[config.mk]
export PLATFORM = sky130hd
export DESIGN_NAME = dds_key_ctrl
export DESIGN_NICKNAME = d
export VERILOG_FILES = /design/src/rtl/dds_key_ctrl.sv
export SDC_FILE = /design/constraint.sdc
export NUM_CORES = 1
export LEC_CHECK = 0
export BUFFER_PORTS_ARGS = -buffer_cell sky130_fd_sc_hd__buf_2
export CAP_MARGIN = 20
export CORE_MARGIN = 10
export CORE_UTILIZATION = 30
export DETAILED_ROUTE_END_ITERATION = 7
export PLACE_DENSITY = 0.56
export SYNTH_ARGS = -nofsm -noshare
export SYNTH_HDL_FRONTEND = slang
export SYNTH_SLANG_ARGS = --single-unit
export TNS_END_PERCENT = 1
[constraint.sdc]
create_clock -name clk -period 3.27 [get_ports clk]
set_input_delay 0.981 -clock clk [delete_from_list [all_inputs] [get_ports clk]]
set_output_delay 0.981 -clock clk [all_outputs]
set_load 0.03 [all_outputs]
[src/rtl/dds_key_ctrl.sv]
// Front-panel key controller for the dual-channel DDS: turns debounced active-low keys
// into edits of frequency words, waveform selects and channel-B phase, with auto-repeat.
module dds_key_ctrl #(
   parameter int                  FW_WIDTH   = 32,
   parameter logic [FW_WIDTH-1:0] FREQ_INIT  = FW_WIDTH'(42950),
   parameter logic [FW_WIDTH-1:0] FREQ_STEP  = FW_WIDTH'(4295),
   parameter logic [FW_WIDTH-1:0] FREQ_MAX   = FW_WIDTH'(429497),
   parameter int                  PH_WIDTH   = 12,
   parameter logic [PH_WIDTH-1:0] PH_STEP    = PH_WIDTH'(256),
   parameter logic [23:0]         LONG_PRESS = 24'd5000000,
   parameter logic [23:0]         REPEAT     = 24'd1000000
) (
   input  logic                clk,
   input  logic                rst_n,
   input  logic                key_mode,
   input  logic                key_up,
   input  logic                key_down,
   output logic [FW_WIDTH-1:0] freq_word_a,
   output logic [FW_WIDTH-1:0] freq_word_b,
   output logic [1:0]          wave_sel_a,
   output logic [1:0]          wave_sel_b,
   output logic [PH_WIDTH-1:0] phase_b,
   output logic [2:0]          edit_field,
   output logic                cfg_update
);

   localparam logic [2:0] F_A = 3'd0;
   localparam logic [2:0] W_A = 3'd1;
   localparam logic [2:0] F_B = 3'd2;
   localparam logic [2:0] W_B = 3'd3;
   localparam logic [2:0] P_B = 3'd4;

   logic                r_key_mode, r_key_up, r_key_down;
   logic [23:0]         r_cnt;
   logic                r_ev_mode, r_ev_up, r_ev_dn;
   logic [FW_WIDTH-1:0] r_freq_a, r_freq_b;
   logic [1:0]          r_wave_a, r_wave_b;
   logic [PH_WIDTH-1:0] r_phase_b;
   logic [2:0]          r_field;
   logic                r_upd;

   logic                w_mode_press, w_up_press, w_dn_press, w_one_held, w_rep;
   logic                w_up_act, w_dn_act, w_chg;
   logic [FW_WIDTH-1:0] w_fa, w_fb;
   logic [1:0]          w_wa, w_wb;
   logic [PH_WIDTH-1:0] w_ph;
   logic [2:0]          w_field;

   function automatic logic [FW_WIDTH-1:0] freq_inc(input logic [FW_WIDTH-1:0] f);
      if (f >= FREQ_MAX - FREQ_STEP) return FREQ_MAX;
      return f + FREQ_STEP;
   endfunction

   function automatic logic [FW_WIDTH-1:0] freq_dec(input logic [FW_WIDTH-1:0] f);
      if (f < FREQ_STEP + FREQ_STEP) return FREQ_STEP;
      return f - FREQ_STEP;
   endfunction

   assign w_mode_press = r_key_mode & ~key_mode;
   assign w_up_press   = r_key_up & ~key_up;
   assign w_dn_press   = r_key_down & ~key_down;
   assign w_one_held   = key_up ^ key_down;
   // A fresh press restarts the hold timer, so a repeat can never coincide with a press
   assign w_rep        = w_one_held & ~w_up_press & ~w_dn_press & (r_cnt == LONG_PRESS);
   assign w_up_act     = (w_up_press | (w_rep & ~key_up)) & key_down;
   assign w_dn_act     = (w_dn_press | (w_rep & ~key_down)) & key_up;

   always_ff @(posedge clk or negedge rst_n) begin
      if (!rst_n) begin
         r_key_mode <= 1'b1;
         r_key_up   <= 1'b1;
         r_key_down <= 1'b1;
         r_cnt      <= '0;
         r_ev_mode  <= 1'b0;
         r_ev_up    <= 1'b0;
         r_ev_dn    <= 1'b0;
      end else begin
         r_key_mode <= key_mode;
         r_key_up   <= key_up;
         r_key_down <= key_down;
         r_ev_mode  <= w_mode_press;
         r_ev_up    <= w_up_act;
         r_ev_dn    <= w_dn_act;
         if (!w_one_held)
            r_cnt <= '0;
         else if (w_up_press | w_dn_press)
            r_cnt <= 24'd1;
         else if (r_cnt == LONG_PRESS)
            r_cnt <= LONG_PRESS - REPEAT + 24'd1;
         else
            r_cnt <= r_cnt + 24'd1;
      end
   end

   always_comb begin
      w_fa    = r_freq_a;
      w_fb    = r_freq_b;
      w_wa    = r_wave_a;
      w_wb    = r_wave_b;
      w_ph    = r_phase_b;
      w_field = r_field;
      if (r_ev_mode) begin
         case (r_field)
            F_A:     w_field = W_A;
            W_A:     w_field = F_B;
            F_B:     w_field = W_B;
            W_B:     w_field = P_B;
            default: w_field = F_A;
         endcase
      end else if (r_ev_up | r_ev_dn) begin
         case (r_field)
            F_A:     w_fa    = r_ev_up ? freq_inc(r_freq_a) : freq_dec(r_freq_a);
            W_A:     w_wa    = r_ev_up ? r_wave_a + 2'd1 : r_wave_a - 2'd1;
            F_B:     w_fb    = r_ev_up ? freq_inc(r_freq_b) : freq_dec(r_freq_b);
            W_B:     w_wb    = r_ev_up ? r_wave_b + 2'd1 : r_wave_b - 2'd1;
            P_B:     w_ph    = r_ev_up ? r_phase_b + PH_STEP : r_phase_b - PH_STEP;
            default: w_field = F_A;
         endcase
      end
      w_chg = (w_fa != r_freq_a) | (w_fb != r_freq_b) | (w_wa != r_wave_a) |
              (w_wb != r_wave_b) | (w_ph != r_phase_b);
   end

   always_ff @(posedge clk or negedge rst_n) begin
      if (!rst_n) begin
         r_freq_a  <= FREQ_INIT;
         r_freq_b  <= FREQ_INIT;
         r_wave_a  <= 2'd0;
         r_wave_b  <= 2'd0;
         r_phase_b <= '0;
         r_field   <= F_A;
         r_upd     <= 1'b0;
      end else begin
         r_freq_a  <= w_fa;
         r_freq_b  <= w_fb;
         r_wave_a  <= w_wa;
         r_wave_b  <= w_wb;
         r_phase_b <= w_ph;
         r_field   <= w_field;
         r_upd     <= w_chg;
      end
   end

   assign freq_word_a = r_freq_a;
   assign freq_word_b = r_freq_b;
   assign wave_sel_a  = r_wave_a;
   assign wave_sel_b  = r_wave_b;
   assign phase_b     = r_phase_b;
   assign edit_field  = r_field;
   assign cfg_update  = r_upd;

endmodule
==> results of run 1 <==
path summary, 6_finish.rpt:
kind | to | slack [ns]
worst max-delay path | cfg_update | -0.16
worst min-delay path | wave_sel_b[1] | 0.47
worst max register to register | cfg_update | -0.16
worst min register to register | wave_sel_b[1] | 0.47
max in group asynchronous | freq_word_a[13] | 2.06
min in group asynchronous | freq_word_b[14] | 0.48
flip-flops by register name, summed over array words and instances (netlist names), 2 cells and up:
signal,cells
edit_field,3
freq_word_a,32
freq_word_b,32
phase_b,4
r_cnt,24
wave_sel_a,2
wave_sel_b,2
repair_timing:
item,4_1_cts,5_1_grt
gates resized for setup,48,66
setup buffers,8,14
gates cloned,0,1
pin swaps,13,39
setup endpoints to repair,1,1
per-layer routing:
metal  routed length, microns  GRT usage [%]  up-vias
li1                         -              -     5008
met1                    16500           27.1     5124
met2                    18500           34.8      456
met3                     2640           3.15       95
met4                     1540           8.39        0
met5                        0              0        -
cells by family after synthesis:
kind of cell	count (synthesis)	share of synthesized area, %
AOI/OAI and AO/OA	409	30.2
xor gates and xnor gates	44	4.41
adders and majority gates	11	1.66
buffers and inverters	130	6.30
DFF	106	30.6
muxes	4	0.487
other	1	0.0429
and+or+nand+nor	460	26.3
cell type report:
class | instances | area share [%]
tap | 384 | 3.77
timing repair buffer | 435 | 24.7
sequential | 106 | 21.1
clock inverter | 7 | 0.716
inverter | 31 | 0.913
multi-input combinational | 936 | 47.1
clock buffer | 9 | 1.77
synthesized netlist by cell type, types with 10 or more instances:
master,number,area [sq um]
o21ai_0,124,621
nor2_1,119,447
nand2_1,114,428
a21oi_1,98,490
dfrtp_1,85,2130
clkbuf_1,72,270
nand3_1,50,250
nor3_1,36,180
inv_1,31,116
xnor2_1,22,193
xor2_1,22,193
dfstp_2,21,552
nand4_1,21,131
a31oi_1,20,125
nor4_1,19,119
o31ai_1,18,135
o211ai_1,17,128
or3_1,16,100
nor2b_1,12,75.1
and3_1,11,68.8
buf_2,11,55.1
nand2b_1,11,68.8
ha_1,10,125
o21a_1,10,75.1
through the flow:
stage / hold WS, ns / cells / instance area [sq um] / setup slack [ns]
CTS: 0.474 / 1895 / 12400 / -0.141
finish: 0.470 / 1908 / 12700 / -0.159
global placement: 0.451 / 1871 / 11800 / -0.424
floorplan: 0.483 / 1172 / 8800 / -0.188
detailed placement: 0.458 / 1871 / 11800 / -0.436
global route: 0.491 / 1908 / 12700 / -0.258
worst max-delay path, cell delays in order, from the launching register on:
cell and delay [ns]:
dfstp_2 0.55, nand2_2 0.09, or4_4 0.53, or2_4 0.30, and2_4 0.22, a311oi_2 0.31
buf_4 0.16, o211ai_1 0.10, o31ai_2 0.23, buf_4 0.20, o221ai_4 0.11, or4_1 0.49
power by group:
part	total, mW	internal [mW]	leakage, nW	switching, mW
combinational	9.51	4.07	4.08	5.45
sequential	2.19	1.78	1.34	0.411
clock	1.19	0.554	0.152	0.634
placed cells by master, fill, tap and decap left out, types with 10 or more instances in the layout:
master / netlist / layout
xnor2_1: 22 / 22
o31ai_1: 18 / 14
xor2_1: 22 / 22
nor4_1: 19 / 12
o211ai_1: 17 / 17
nor3_1: 36 / 34
nand2_1: 114 / 108
buf_4: 9 / 343
o21ai_0: 124 / 113
a31oi_1: 20 / 19
o21a_1: 10 / 10
nand3_1: 50 / 46
a21oi_1: 98 / 90
nand4_1: 21 / 21
or3_1: 16 / 15
inv_1: 31 / 31
nor2_1: 119 / 115
nand2b_1: 11 / 11
dfstp_2: 21 / 21
buf_2: 11 / 80
dfrtp_1: 85 / 79
==> out/results.txt, run 1 <==
In the synthesized netlist the dominant register cell turns out to be dfrtp_1. TritonCTS built the clock tree. The type of the most critical hold path was reg -> reg. The number of antenna violations at the first check in global routing is 0. The startpoint identified for the worst register-to-register timing path is freq_word_b[10].

The cell depth of the worst flop-to-flop path works out to 11. After the last flow step, the layout net total stands at 1,535. The first detailed-routing pass ran for 6 iterations. In this run the most critical hold path is launched from wave_sel_b[1].

The tools report the sum of negative setup slack as -0.159 ns. The data required time at the worst endpoint was 3.52 ns. The final worst-path setup slack was -0.159 ns.

Registers take 2690 sq um. The endpoint kind of the worst setup timing path was a register. The clock root buffer was clkbuf_16.

The largest fanout on the critical path was 7; the latest clock arrival within the worst-skew pair was 0.38 ns. Counting the buffers created by CTS gives 9. Measured along the x axis, the die boundary spans 191 microns.

The routed design could run at a clock period as short as 3.43 ns. Across every metal layer, demand over resource in global routing totals 21.1%. The path type of the worst setup path is reg -> reg. The first routing iteration left 1,081 violations. Dividing the detail-routed via count by the number of cells gives 5.60.

In the routed design, unresolved DRC markers number 0. The number of storage elements in the synthesis netlist works out to 106. Clock-pin slew was measured on the worst setup and hold paths at 0.09 ns.

For this block, the routed nets add up to 39,200 microns of wire. The cell area after technology mapping is 8740 sq um. The transition time at the pin with the least slew margin was 0.716 ns; the arrival time reported for the critical path endpoint was 3.68 ns. For the weighted congestion at the end of routability-driven global placement, the log shows 1.01. Once the floorplan was initialized, standard cells occupied 30.5% of the core.

The detail-routed net length per standard cell was 20.6 microns; the number of H-tree levels was 3. The checks that failed: negative setup slack. The hold path depth works out to 1. From synthesis to final layout, the design area changed by 45.8%.

The total number of vias came out at 10,700. The part of the Yosys area used for sequential elements is 30.6%, and the share of the clock period used by the worst path is 105%. Summing all multi-input logic gate instances after layout gives 6000 sq um.

Pin placement for this block handled 89 I/O pins. The initialized floorplan defines 62 standard-cell rows. The number of buffers on the longest clock path is 2, and the fraction of layout instances using a drive strength above 1 is 37.9%. The first global-routing pass estimated 60,600 microns of wire.

For the number of clock sinks seen by CTS, the log shows 106. The worst setup path is launched from a register. The residual overflow from global routing was 0; the number of flops mapped to enable cells by yosys was 0. The number of max-slew violations in the final report was 0; the number of fill cells in the layout was 2,880. Number of global-route vias before repair: 10,300.

The logs give 1,165 for the synthesized netlist cell count and 36,400 sq um for the die area. The floorplan step set the die height to 191 microns. The flow ran to the end, but the final reports show violations. In this run the power density over the cells is 1010 nW/um^2. The number of nets with antenna violations after routing is 0. In this run the tool buffered the top-level ports with 80 buffer cells. In this run the tightest slew margin relative to its limit is 51.6%. The repair_antennas step left the layout with diodes totalling 0. The tools report the total chip power as 12.9 mW. The logs give 30,600 microns for the half-perimeter wire length after placement and 28,700 sq um for the total core area.

The leakage dissipation was 5.56 nW; the quantity of hold-fixing buffers added after cts was 0. Entering global routing, the biggest net connects 63 pins. Between clock sinks in the finished design, the worst skew comes to 0.00851 ns. The tools report the final-report setup violation count as 1.

The netlist uses 92 different library cells. The critical path starts at freq_word_b[10]. Dividing the synthesized area by the synthesized cell count gives 7.50 sq um. For this run, the number of Yosys warnings is 0.

The max-capacitance violation count was 0; the number of failing hold endpoints at the final stage was 0. Derived from the worst setup path, the maximum achievable clock frequency is 292 MHz. Setup repair after global routing could not meet its margin everywhere. The run gives 0.330 mV as the highest ir drop seen on vdd. The fraction of the core area covered by cells at the end of the flow is 44.4%, and the share of flip-flops with an asynchronous set or reset after synthesis is 100%.
No activity file was read; power rests on OpenSTA's default activity.
==> inputs of run 2 (changes only) <==
- CELL_PAD_IN_SITES_DETAIL_PLACEMENT: not set -> 2
- CELL_PAD_IN_SITES_GLOBAL_PLACEMENT: not set -> 2
- PLACE_DENSITY: 0.56 -> 0.82
==> run 2 against run 1 <==
The flow still finishes with violations (negative setup slack). Sequential power rose by 9%. Hold slack better by 0.0092 ns. Maximum frequency is 10% lower. Final area grew 1.5%. Critical path depth increased by 1. Combinational power grew 22%. Worst setup slack lost 0.39 ns. Via count is 18% higher. Non-clock buffer count increased by 11. Largest cell class unchanged. Clock power about the same. Die area stayed put.
==> out/results.txt, run 2 (synthesis results as in run 1) <==
The data required time at the worst endpoint was 3.53 ns (about the same). The die area was 36,400 sq um (unchanged). The logs give 7.9% (-1.3 points) for the part of the total power dissipated in the clock network and 106 (unchanged) for the number of clock sinks seen by CTS.

The final reports fail on negative setup slack. The number of port buffers was 80 (unchanged); the fraction of layout instances using a drive strength above 1 was 39.3% (+1.4 points). The total core area was 28,700 sq um (unchanged). The critical-path cell with the highest stage delay was dfstp_2. The largest fanout on the critical path works out to 7 (unchanged).

The detail-routed net length per standard cell is 32.8 microns (+60%). The total I/O pin count is 89 (unchanged), and the initial core utilization is 30.5% (unchanged). The logs give 0 (unchanged) for the number of max-slew violations in the final report and 15.1 mW (+17%) for the total chip power.

The wire length after detailed routing came out at 63,000 microns (+60%). The endpoint kind of the worst setup timing path was a register. In the layout the commonest cells are 350 x buf_4, 110 x nand2_1, 108 x nor2_1. The worst setup path is of the reg -> reg kind.

The logs give 3,246 (+13%) for the number of fill cells in the layout and 262 MHz (-10%) for the maximum operating frequency. The cell depth of the worst flop-to-flop path came out at 12 (+1). The number of buffers created by CTS was 9 (unchanged); the final-stage net count was 1,546 (+0.72%). The pre-CTS setup slack was -0.452 ns (-0.0160 ns); the quantity of hold-fixing buffers added after cts was 0 (unchanged).

The tools report the met2 layer usage reported by global route as 52.3% (+17 points). The logs give 1,872 (+0.053%) for the cell count after placement and 5.61 nW (+0.81%) for the leakage dissipation. TritonCTS built the clock tree. The global-route wire length before repair was 87,700 microns (+45%); the worst setup slack for register-to-register paths was -0.55 ns (-0.39 ns). The post-route minimum period was 3.82 ns (+0.395 ns).

The via-per-instance ratio is 6.57 (+17%), and the met3 global-route usage is 6.09% (+2.9 points). The fraction of power spent switching nets works out to 55.3% (+4.9 points). The run gives 62 (unchanged) as the row count. The worst hold path belongs to the class reg -> reg. The number of buffers on the longest clock path was 2 (unchanged). The layer flagged by global routing as most heavily used is met2.

The run gives 0 (unchanged) as the residual DRC count. The residual overflow from global routing came out at 0 (unchanged). For the number of antenna violations at the first check in global routing, the log shows 1 (+1). The portion of total power attributed to combinational logic came out at 76.4% (+2.6 points). The arrival time reported for the critical path endpoint was 4.08 ns (+0.40 ns); the chip height was 191 microns (unchanged).

The logs give 38,100 microns (+25%) for the half-perimeter wire length after placement and 6.77 mW (+5.7%) for the internal power of the cells. Hold path depth: 1 (unchanged). For the final worst-path setup slack, the log shows -0.554 ns (-0.395 ns).

The path with the worst hold slack has its endpoint at phase_b[11]. The headroom to the max-slew limit was 25.0% (-27 points); the share of the clock period used by the worst path was 117% (+12 points). The tools report the number of H-tree levels as 3 (unchanged). The transition time at the pin with the least slew margin is 1.11 ns (+0.398 ns). The final worst clock skew came out at 0.0256 ns (+0.0171 ns). The sequential power share came out at 15.7% (-1.3 points). The instance area after placement came out at 11,800 sq um (+0.28%). The library cell used most frequently in the layout, excluding fill and tap cells, is buf_4. The critical register-to-register path endpoint is cfg_update. The number of failing hold endpoints at the final stage came out at 0 (unchanged).

The final antenna diode count was 0 (unchanged); the total global routing track utilization was 31.3% (+10 points). The flow ran to the end, but the final reports show violations. The logs give 1,518 (+40%) for the number of violations reported at the end of detailed-routing iteration 0 and 36.9% (+9.7 points) for the met1 track utilization from global routing. Post-CTS clock slew at the launch and capture registers of the worst setup and hold paths: 0.10 ns (about the same). Setup repair after global routing could not meet its margin everywhere. The final cell area excluding filler cells was 12,900 sq um (+1.5%). The final-report setup violation count came out at 4 (+3). In this run the most critical hold path is launched from phase_b[11]. Among the stages of the critical path, the cell type that occurs most often is buf_4. The tools report the total number of vias as 12,600 (+18%). The tools report the first-pass iteration count of the detailed router as 6 (unchanged). The horizontal extent of the die is 191 microns (unchanged). The total power divided by cell area came out at 1170 nW/um^2 (+16%). The largest net degree at the start of global routing is 56 (-11%), and the switching power is 8.37 mW (+29%). Compared with the post-synthesis result, the final layout area differs by 48.0%. The highest ir drop seen on vdd came out at 0.472 mV (+43%). The critical path goes through ha_4, a2111oi_1, buf_4, o21bai_1, buf_4, a21o_1, o21ai_1, a32o_1, or4b_4, nor4_4, nand4_1, or4_1. The stage delay of the slowest cell on the critical path came out at 0.70 ns (+0.15 ns).

The worst setup path is launched from a register. The number of global-route vias before repair is 13,300 (+30%), and the max-capacitance violation count is 0 (unchanged). Final instance count without filler cells: 1,919 (+0.58%). The tree is rooted in a clkbuf_16. The weighted congestion at the end of routability-driven global placement was 1.02 (+1.4%); the number of nets with antenna violations after routing was 0 (unchanged).

The latest clock arrival within the worst-skew pair came out at 0.40 ns (+0.02 ns). The tools report the startpoint of the lowest-slack register-to-register path as freq_word_b[1].
==> run 2: what timing repair did <==
item                                   in CTS  in global routing
pin swaps                                  23                 33
endpoints found under the hold margin       0                  0
setup endpoints to repair                   1                  1
resized for setup                          74                 73
setup buffers                              14                 17
==> run 2: through the flow <==
step	TNS, ns	util (%)	hold slack (ns)
5_1_grt	-0.797	45.1	0.484
3_3_place_gp	-0.380	41.2	0.453
2_1_floorplan	-0.188	-	0.483
3_5_place_dp	-0.452	41.2	0.462
4_1_cts	-0.174	43.5	0.477
6_report	-0.801	45.1	0.479
==> run 2: layout make-up <==
type | instances | area [sq um] | share of cell area (%)
clock buffers | 11 | 233 | 1.80
clock inverters | 5 | 41.3 | 0.319
inverters | 31 | 116 | 0.899
well taps | 384 | 480 | 3.71
repair buffers | 446 | 3280 | 25.3
flip-flops and latches | 106 | 2690 | 20.8
multi-input cells | 936 | 6100 | 47.1
==> run 2: metal layers <==
metal / part of all wire (%) / wire (microns) / vias to the layer above
met5: 0.027 / 17 / -
met3: 8.4 / 5290 / 360
met1: 38 / 23900 / 6346
li1: - / - / 5020
met4: 7.8 / 4940 / 2
met2: 46 / 28900 / 878
==> run 2: how the worst max path moves through the flow <==
stage                         start          to  cells after the start
floorplan           freq_word_b[25]  cfg_update                     12
global placement    freq_word_b[26]  cfg_update                     12
detailed placement  freq_word_b[26]  cfg_update                     12
CTS                 freq_word_b[26]  cfg_update                     12
global route         freq_word_b[1]  cfg_update                     12
finish               freq_word_b[1]  cfg_update                     12
==> run 2: worst max-delay path, delay by kind of cell, from the launching register on <==
family                   cells  cell delay (ns)
buffers and inverters        2             0.40
flip-flops                   1             0.70
AND/OR/NAND/NOR              4             1.46
AO/OA/AOI/OAI                5             0.91
adder cells (fa/ha/maj)      1             0.19
==> run 2: power groups by stage <==
stage          combinational, mW  sequential, mW  clock (mW)
2_1_floorplan               3.83            2.93           0
6_report                    11.6            2.38        1.19
3_5_place_dp                9.31            2.29           0
5_1_grt                     11.9            2.41        1.23
4_1_cts                     9.93            2.29        1.17
3_3_place_gp                8.94            2.24           0
